--- src/rtl/maq_h.sv ---
// Hours stage of the digital clock: BCD hour digits in 24 h or 12 h+AM/PM
// format, advanced by carry or manual set, with a midnight day-carry pulse.
module maq_h #(
  parameter int FORMATO_24H  = 1,
  parameter int HORA_INICIAL = 0
) (
  input  logic       maqh_clock,
  input  logic       maqh_reset,
  input  logic       maqh_enable,
  input  logic       maqh_incremento,
  input  logic       maqh_ajuste,
  output logic [3:0] maqh_Lsd,
  output logic [1:0] maqh_Msd,
  output logic       maqh_pm,
  output logic       maqh_incrementadia
);

  generate
    if (HORA_INICIAL < 0 || HORA_INICIAL > 23) begin : g_bad_init
      $error("maq_h: HORA_INICIAL must be 0..23");
    end
  endgenerate

  localparam logic [4:0] INI = 5'(HORA_INICIAL);

  logic [4:0] hora;
  logic       inc_q;
  logic       aj_q;
  logic       dia_q;
  logic       ev_inc;
  logic       ev_aj;
  logic       ultima;

  assign ev_inc = maqh_incremento & ~inc_q;
  assign ev_aj  = maqh_ajuste & ~aj_q;
  assign ultima = (hora == 5'd23);

  // hour is kept as 24 h binary; display format is derived below
  always_ff @(posedge maqh_clock or negedge maqh_reset) begin
    if (!maqh_reset) begin
      hora  <= INI;
      inc_q <= 1'b0;
      aj_q  <= 1'b0;
      dia_q <= 1'b0;
    end else begin
      inc_q <= maqh_incremento;
      aj_q  <= maqh_ajuste;
      dia_q <= 1'b0;
      if (maqh_enable && (ev_inc || ev_aj)) begin
        hora  <= ultima ? 5'd0 : hora + 5'd1;
        dia_q <= ev_inc & ultima;
      end
    end
  end

  logic [4:0] h_disp;
  logic [4:0] unid;
  logic       pm_c;

  always_comb begin
    h_disp = hora;
    pm_c   = 1'b0;
    if (FORMATO_24H == 0) begin
      pm_c = (hora >= 5'd12);
      if (pm_c) begin
        h_disp = hora - 5'd12;
      end
      if (h_disp == 5'd0) begin
        h_disp = 5'd12;
      end
    end
  end

  always_comb begin
    maqh_Msd = 2'd0;
    unid     = h_disp;
    if (h_disp >= 5'd20) begin
      maqh_Msd = 2'd2;
      unid     = h_disp - 5'd20;
    end else if (h_disp >= 5'd10) begin
      maqh_Msd = 2'd1;
      unid     = h_disp - 5'd10;
    end
  end

  assign maqh_Lsd           = unid[3:0];
  assign maqh_pm            = pm_c;
  assign maqh_incrementadia = dia_q;

endmodule

--- config.mk ---
export PLATFORM = sky130hd
export DESIGN_NAME = maq_h
export DESIGN_NICKNAME = d
export VERILOG_FILES = /design/src/rtl/maq_h.sv
export SDC_FILE = /design/constraint.sdc
export NUM_CORES = 1
export LEC_CHECK = 0
export CAP_MARGIN = 15
export CELL_PAD_IN_SITES_DETAIL_PLACEMENT = 0
export CELL_PAD_IN_SITES_GLOBAL_PLACEMENT = 1
export CORE_MARGIN = 2
export CORE_UTILIZATION = 32
export DETAILED_ROUTE_END_ITERATION = 8
export PLACE_DENSITY = 0.69
export SLEW_MARGIN = 5
export SYNTH_ARGS = -nofsm -noshare
export SYNTH_HDL_FRONTEND = slang
export SYNTH_SLANG_ARGS = --single-unit
--- constraint.sdc ---
create_clock -name maqh_clock -period 1.5 [get_ports maqh_clock]
set_input_delay 0.15 -clock maqh_clock [delete_from_list [all_inputs] [get_ports maqh_clock]]
set_output_delay 0.15 -clock maqh_clock [all_outputs]
set_load 0.05 [all_outputs]
==> reports/summary.txt, run 1 <==
Initial antenna violation count = 0
DR iter-0 viols = 2
Final Cycle Share = 126%
Vias/cell = 4.51
DRT Pass-1 Iters = 4
Mean Syn Cell Area = 9.28 um2
PortBufs = 11
Clock Skew = 0.00134 ns
Setup_tns = -1.95 ns
Violated checks = negative setup slack
Initial core utilization = 33.7%
Total vias in the final route = 546
WP depth = 6
First-pass GRT wire length = 2390 um
CP delay by family, top = compound AO/OA/AOI/OAI gates
DPL Wire Length = 1050 um
Clock sink count = 8
RSZ-0062 raised after global routing = yes
CP Max Fanout = 3
Post-synth top area share = 34.8%
TritonCTS clock tree = done
Critical path class = flop to primary output
Status = finished with violations
Core Box Area = 0.00171 mm2
Area leader, netlist = dfrtp_1
Hold slack final = 0.183 ns
Area contributors post-synth = dfrtp_1 (35%), ha_1 (15%), nor2b_4 (4.8%), a21o_1 (3.9%), inv_1 (3.9%)
Routed Antenna Nets = 0
Chain of cells forming the critical path = ha_4 -> a21o_1 -> o21ai_4 -> o21a_4 -> xnor2_4 -> buf_12
Element type at the critical path start = flop
Worst path required time = 1.35 ns
Peak per-stage delay on the critical path = 0.45 ns
Fin crit period = 1.90 ns
Reg clk slew, reported paths = 0.06 ns
Maximum clock frequency = 0.527 GHz
Area grow syn2layout = 86.3%
Syn. warnings = 0
Reg2Reg Launch Point = h_disp[2]$_DFFE_PN0P_
R2R Path End = h_disp[3]$_DFFE_PN0P_
TritonCTS Buffers = 3
Gate Count Post-Synth = 62
Critical path arrival = 1.75 ns
Reg2Reg Setup Slack = -0.19 ns
Cell Area, Synth = 576 um2
CTS Hold Bufs = 0
Clock Path Buffers = 2
Die Area = 0.00215 mm2
Yosys reg bits = 8
Ant. Diodes = 0
MaxCap Viol Count = 0
Worst-Skew Late Latency = 0.26 ns
DR WL/cell = 11.7 um
GPL Wtd Cong = 0.761
Post-synthesis sequential area ratio = 34.8%
H-tree Lvls = 1
GRT overflow = 0
Post-layout util = 62.8%
CP Buf/Inv Count = 1
CP endpoint kind = primary output
Post-synthesis cell type count = 26
Slew Viols, Final = 0
Final setup viols = 7
Root buf cell = clkbuf_4
Share of cells above drive strength 1 = 56.3%
Largest net degree at the start of global routing = 9
HP Class = primary input to asynchronous set/reset pin
Syn nets = 74
Die width = 46.4 um
Vias in the first global route = 525
Drt total wl = 1410 um
R2R depth = 6
Worst setup margin = -0.396 ns
Crit-path slowest cell = dfrtp_2
I/O pin cnt = 13
Overall routing resource usage = 16.1%
# rows = 15
DRC = 0
Number of nets in the layout = 109
Die Height = 46.4 um
Final hold vios = 0
## worst max-delay path by stage
| stage | start | to | slack (ns) |
|---|---|---|---|
| global route | h_disp[3]$_DFFE_PN0P_ | maqh_Lsd[2] | -0.48 |
| finish | h_disp[2]$_DFFE_PN0P_ | maqh_Lsd[1] | -0.40 |
| floorplan | h_disp[3]$_DFFE_PN0P_ | maqh_Lsd[2] | -0.24 |
| CTS | h_disp[1]$_DFFE_PN0P_ | maqh_Lsd[2] | -0.40 |
| detailed placement | h_disp[2]$_DFFE_PN0P_ | maqh_Lsd[2] | -0.19 |
| global placement | h_disp[2]$_DFFE_PN0P_ | maqh_Lsd[2] | -0.14 |
## cell usage after synthesis
master / number
inv_1: 6
and3_4: 1
buf_6: 1
dfrtp_1: 8
nand2b_1: 1
o21a_1: 1
nand3_1: 1
xnor2_1: 1
nand2_1: 6
o21ai_2: 2
a211oi_1: 1
or4_1: 1
o21ai_0: 3
or3_1: 1
nor2b_4: 2
buf_4: 2
nor2_1: 3
a21oi_1: 4
conb_1: 1
a221oi_1: 1
nor3_1: 2
ha_1: 7
a21o_1: 3
and3_2: 1
o21ai_1: 1
o211ai_1: 1
## cells in the final DEF, fill, tap and decap left out, types with 2 or more instances in the layout
| cell type | count |
|---|---|
| buf_6 | 8 |
| nor3_1 | 2 |
| dfrtp_1 | 7 |
| a21o_1 | 3 |
| inv_2 | 4 |
| clkbuf_4 | 3 |
| a21oi_1 | 2 |
| ha_4 | 3 |
| ha_1 | 4 |
| inv_1 | 2 |
| nor2b_4 | 2 |
| nor2_1 | 2 |
| o21ai_0 | 3 |
| buf_4 | 16 |
| nand2_1 | 5 |
| buf_12 | 5 |
| clkdlybuf4s50_1 | 4 |
## layer usage
| layer | wire, um | track usage, % | vias up |
|---|---|---|---|
| met5 | 0 | 0 | - |
| met4 | 0 | 3.43 | 0 |
| met3 | 40 | 5.88 | 0 |
| met2 | 706 | 23.6 | 7 |
| met1 | 668 | 22.5 | 262 |
| li1 | - | - | 277 |
## registers in the layout, indices dropped and copies added (netlist names)
| name | count |
|---|---|
| h_disp | 5 |
| inc_q | 1 |
| maqh_incrementadia | 1 |
| aj_q | 1 |
## kinds of logic (layout without fill, tap and decap cells)
group,count (synthesis),count (layout),share of synthesized area (%)
compound gates,17,17,19.3
xor+xnor,1,1,1.52
fa+ha+maj,7,7,15.2
buf+inv,9,43,8.48
flops,8,8,34.8
other cells,1,1,0.652
simple gates,19,19,20.0
## final cells by class
| class | count | area, um2 |
|---|---|---|
| fillers | 138 | 636 |
| multi-input cells | 45 | 440 |
| repair buffers | 33 | 350 |
| flip-flops and latches | 8 | 201 |
| well taps | 25 | 31.3 |
| clock buffers | 4 | 26.3 |
| inverters | 6 | 22.5 |
## repair_timing
| item | 4_1_cts | 5_1_grt |
|---|---|---|
| buffers inserted | 4 | 2 |
| gates resized for setup | 9 | 6 |
| pin swaps | 5 | 2 |
| setup endpoints to repair | 7 | 7 |
## stage by stage
| step | setup WS (ns) | cells | area, um2 |
|---|---|---|---|
| floorplan | -0.244 | 62 | 667 |
| global placement | -0.140 | 112 | 955 |
| detailed placement | -0.188 | 112 | 955 |
| CTS | -0.402 | 119 | 1040 |
| global route | -0.476 | 121 | 1070 |
| finish | -0.396 | 121 | 1070 |
Power of run 1 is not shown: default switching activity piles up to over one toggle a cycle in this logic, so the estimate is an artifact.
==> run 2: changes to the inputs <==
SETUP_SLACK_MARGIN = 0.05   (was default)
==> run 2 against run 1 <==
Effect of this change: the run still ends with negative setup slack left; routed wire length fell by 7.0%; non-clock buffer count fell by 6; global-route usage fell by 1.8 points; die area did not move; critical endpoint is now maqh_Lsd[2]; register-to-register slack improved by 0.22 ns.
==> reports/summary.txt, run 2 (synthesis results as in run 1) <==
Status = finished with violations (unchanged)
Violated checks = negative setup slack (unchanged)
GRT overflow = 0 (unchanged)
HP Class = primary input to asynchronous set/reset pin (unchanged)
Element type at the critical path start = flop (unchanged)
GPL Wtd Cong = 0.757 (was 0.761)
# fillers = 159 (was 138)
CP Max Fanout = 3 (unchanged)
Most frequent cells in the layout = buf_4 (16), dfrtp_1 (7), nand2_1 (6), buf_12 (5) (was buf_4 (16), buf_6 (8), dfrtp_1 (7), nand2_1 (5), buf_12 (5))
Worst setup margin = -0.376 ns (was -0.396 ns)
Post-layout util = 57.8% (was 62.8%)
Clock Skew = 0.00474 ns (was 0.00134 ns)
Initial antenna violation count = 0 (unchanged)
Clock Path Buffers = 2 (unchanged)
Die Height = 46.4 um (unchanged)
Vias/cell = 4.48 (was 4.51)
Clock sink count = 8 (unchanged)
Max reg flops = 5 (unchanged)
Share of cells above drive strength 1 = 51.1% (was 56.3%)
Register area = 201 um2 (unchanged)
Die width = 46.4 um (unchanged)
Vias in the first global route = 495 (was 525)
Overall routing resource usage = 14.3% (was 16.1%)
Reg2Reg Setup Slack = 0.03 ns (was -0.19 ns)
Hold slack final = 0.173 ns (was 0.183 ns)
Final hold vios = 0 (unchanged)
DR iter-0 viols = 14 (was 2)
Initial core utilization = 33.7% (unchanged)
Die Area = 0.00215 mm2 (unchanged)
Routed Antenna Nets = 0 (unchanged)
Drt total wl = 1320 um (was 1410 um)
Slew Viols, Final = 0 (unchanged)
Total vias in the final route = 515 (was 546)
DRT Pass-1 Iters = 4 (unchanged)
First-pass GRT wire length = 2100 um (was 2390 um)
Area grow syn2layout = 71.5% (was 86.3%)
Ant. Diodes = 0 (unchanged)
R2R Path End = h_disp[3]$_DFFE_PN0P_ (unchanged)
# Post-CTS Setup Buffers = 0 (was 4)
Critical path arrival = 1.73 ns (was 1.75 ns)
TritonCTS Buffers = 3 (unchanged)
Worst-Skew Late Latency = 0.26 ns (about the same)
Final setup viols = 5 (was 7)
PortBufs = 11 (unchanged)
Critical path class = flop to primary output (unchanged)
Reg2Reg Launch Point = h_disp[2]$_DFFE_PN0P_ (unchanged)
CTS Hold Bufs = 0 (unchanged)
RSZ-0062 raised after global routing = yes (unchanged)
Number of nets in the layout = 103 (was 109)
MaxCap Viol Count = 0 (unchanged)
Core Box Area = 0.00171 mm2 (unchanged)
Setup_tns = -1.66 ns (was -1.95 ns)
Maximum clock frequency = 0.533 GHz (was 0.527 GHz)
R2R depth = 5 (was 6)
Multi-input logic area = 423 um2 (was 440 um2)
# rows = 15 (unchanged)
TritonCTS clock tree = done (unchanged)
I/O pin cnt = 13 (unchanged)
Root buf cell = clkbuf_4 (unchanged)
Largest net degree at the start of global routing = 9 (unchanged)
DR WL/cell = 11.4 um (was 11.7 um)
DPL Wire Length = 1100 um (was 1050 um)
Fin crit period = 1.88 ns (was 1.90 ns)
Final Cycle Share = 125% (was 126%)
Reg clk slew, reported paths = 0.06 ns (about the same)
Most common library cell in the layout ignoring fill and taps = buf_4 (unchanged)
H-tree Lvls = 1 (unchanged)
CP endpoint kind = primary output (unchanged)
DRC = 0 (unchanged)
Worst path required time = 1.35 ns (about the same)
[run 2: how the worst max path moves through the flow]
stage / from / end / slack (ns)
final: h_disp[1]$_DFFE_PN0P_ / maqh_Lsd[2] / -0.38
after global routing: h_disp[1]$_DFFE_PN0P_ / maqh_Lsd[2] / -0.45
after CTS: h_disp[1]$_DFFE_PN0P_ / maqh_Lsd[2] / -0.39
after detailed placement: h_disp[2]$_DFFE_PN0P_ / maqh_Lsd[2] / -0.18
after global placement: h_disp[2]$_DFFE_PN0P_ / maqh_Lsd[2] / -0.14
after floorplan: h_disp[3]$_DFFE_PN0P_ / maqh_Lsd[2] / -0.24
[run 2: through the flow]
| step | std cells | setup WS [ns] | instance area [um2] |
|---|---|---|---|
| floorplan | 62 | -0.244 | 667 |
| global route | 115 | -0.449 | 987 |
| finish | 115 | -0.376 | 987 |
| detailed placement | 111 | -0.181 | 947 |
| global placement | 111 | -0.136 | 947 |
| CTS | 115 | -0.394 | 985 |
[run 2: per-layer routing]
metal	GRT usage, %	routed length [um]	vias to the layer above
li1	-	-	265
met1	15.8	554	236
met2	24.2	702	14
met3	6.27	58	0
met4	5.14	0	0
met5	0	0	-
[run 2: what timing repair did]
| item | CTS | global route |
|---|---|---|
| pin swaps | 2 | 3 |
| resized for setup | 5 | 1 |
| setup endpoints to repair | 6 | 8 |
[run 2: final cells by class]
type | instances | area share [%]
multi-input cells | 45 | 42.8
flip-flops and latches | 8 | 20.4
clock buffers | 4 | 2.66
repair buffers | 27 | 28.6
inverters | 6 | 2.28
well taps | 25 | 3.17
[run 2: critical path: stages (launching register included)]
cell and delay [ns]:
dfrtp_1 0.40, inv_2 0.10, ha_4 0.13, a21o_1 0.15, nor2_1 0.05, a21o_1 0.18
a221oi_4 0.28, buf_12 0.18
Power of run 2 is left out for the same reason.
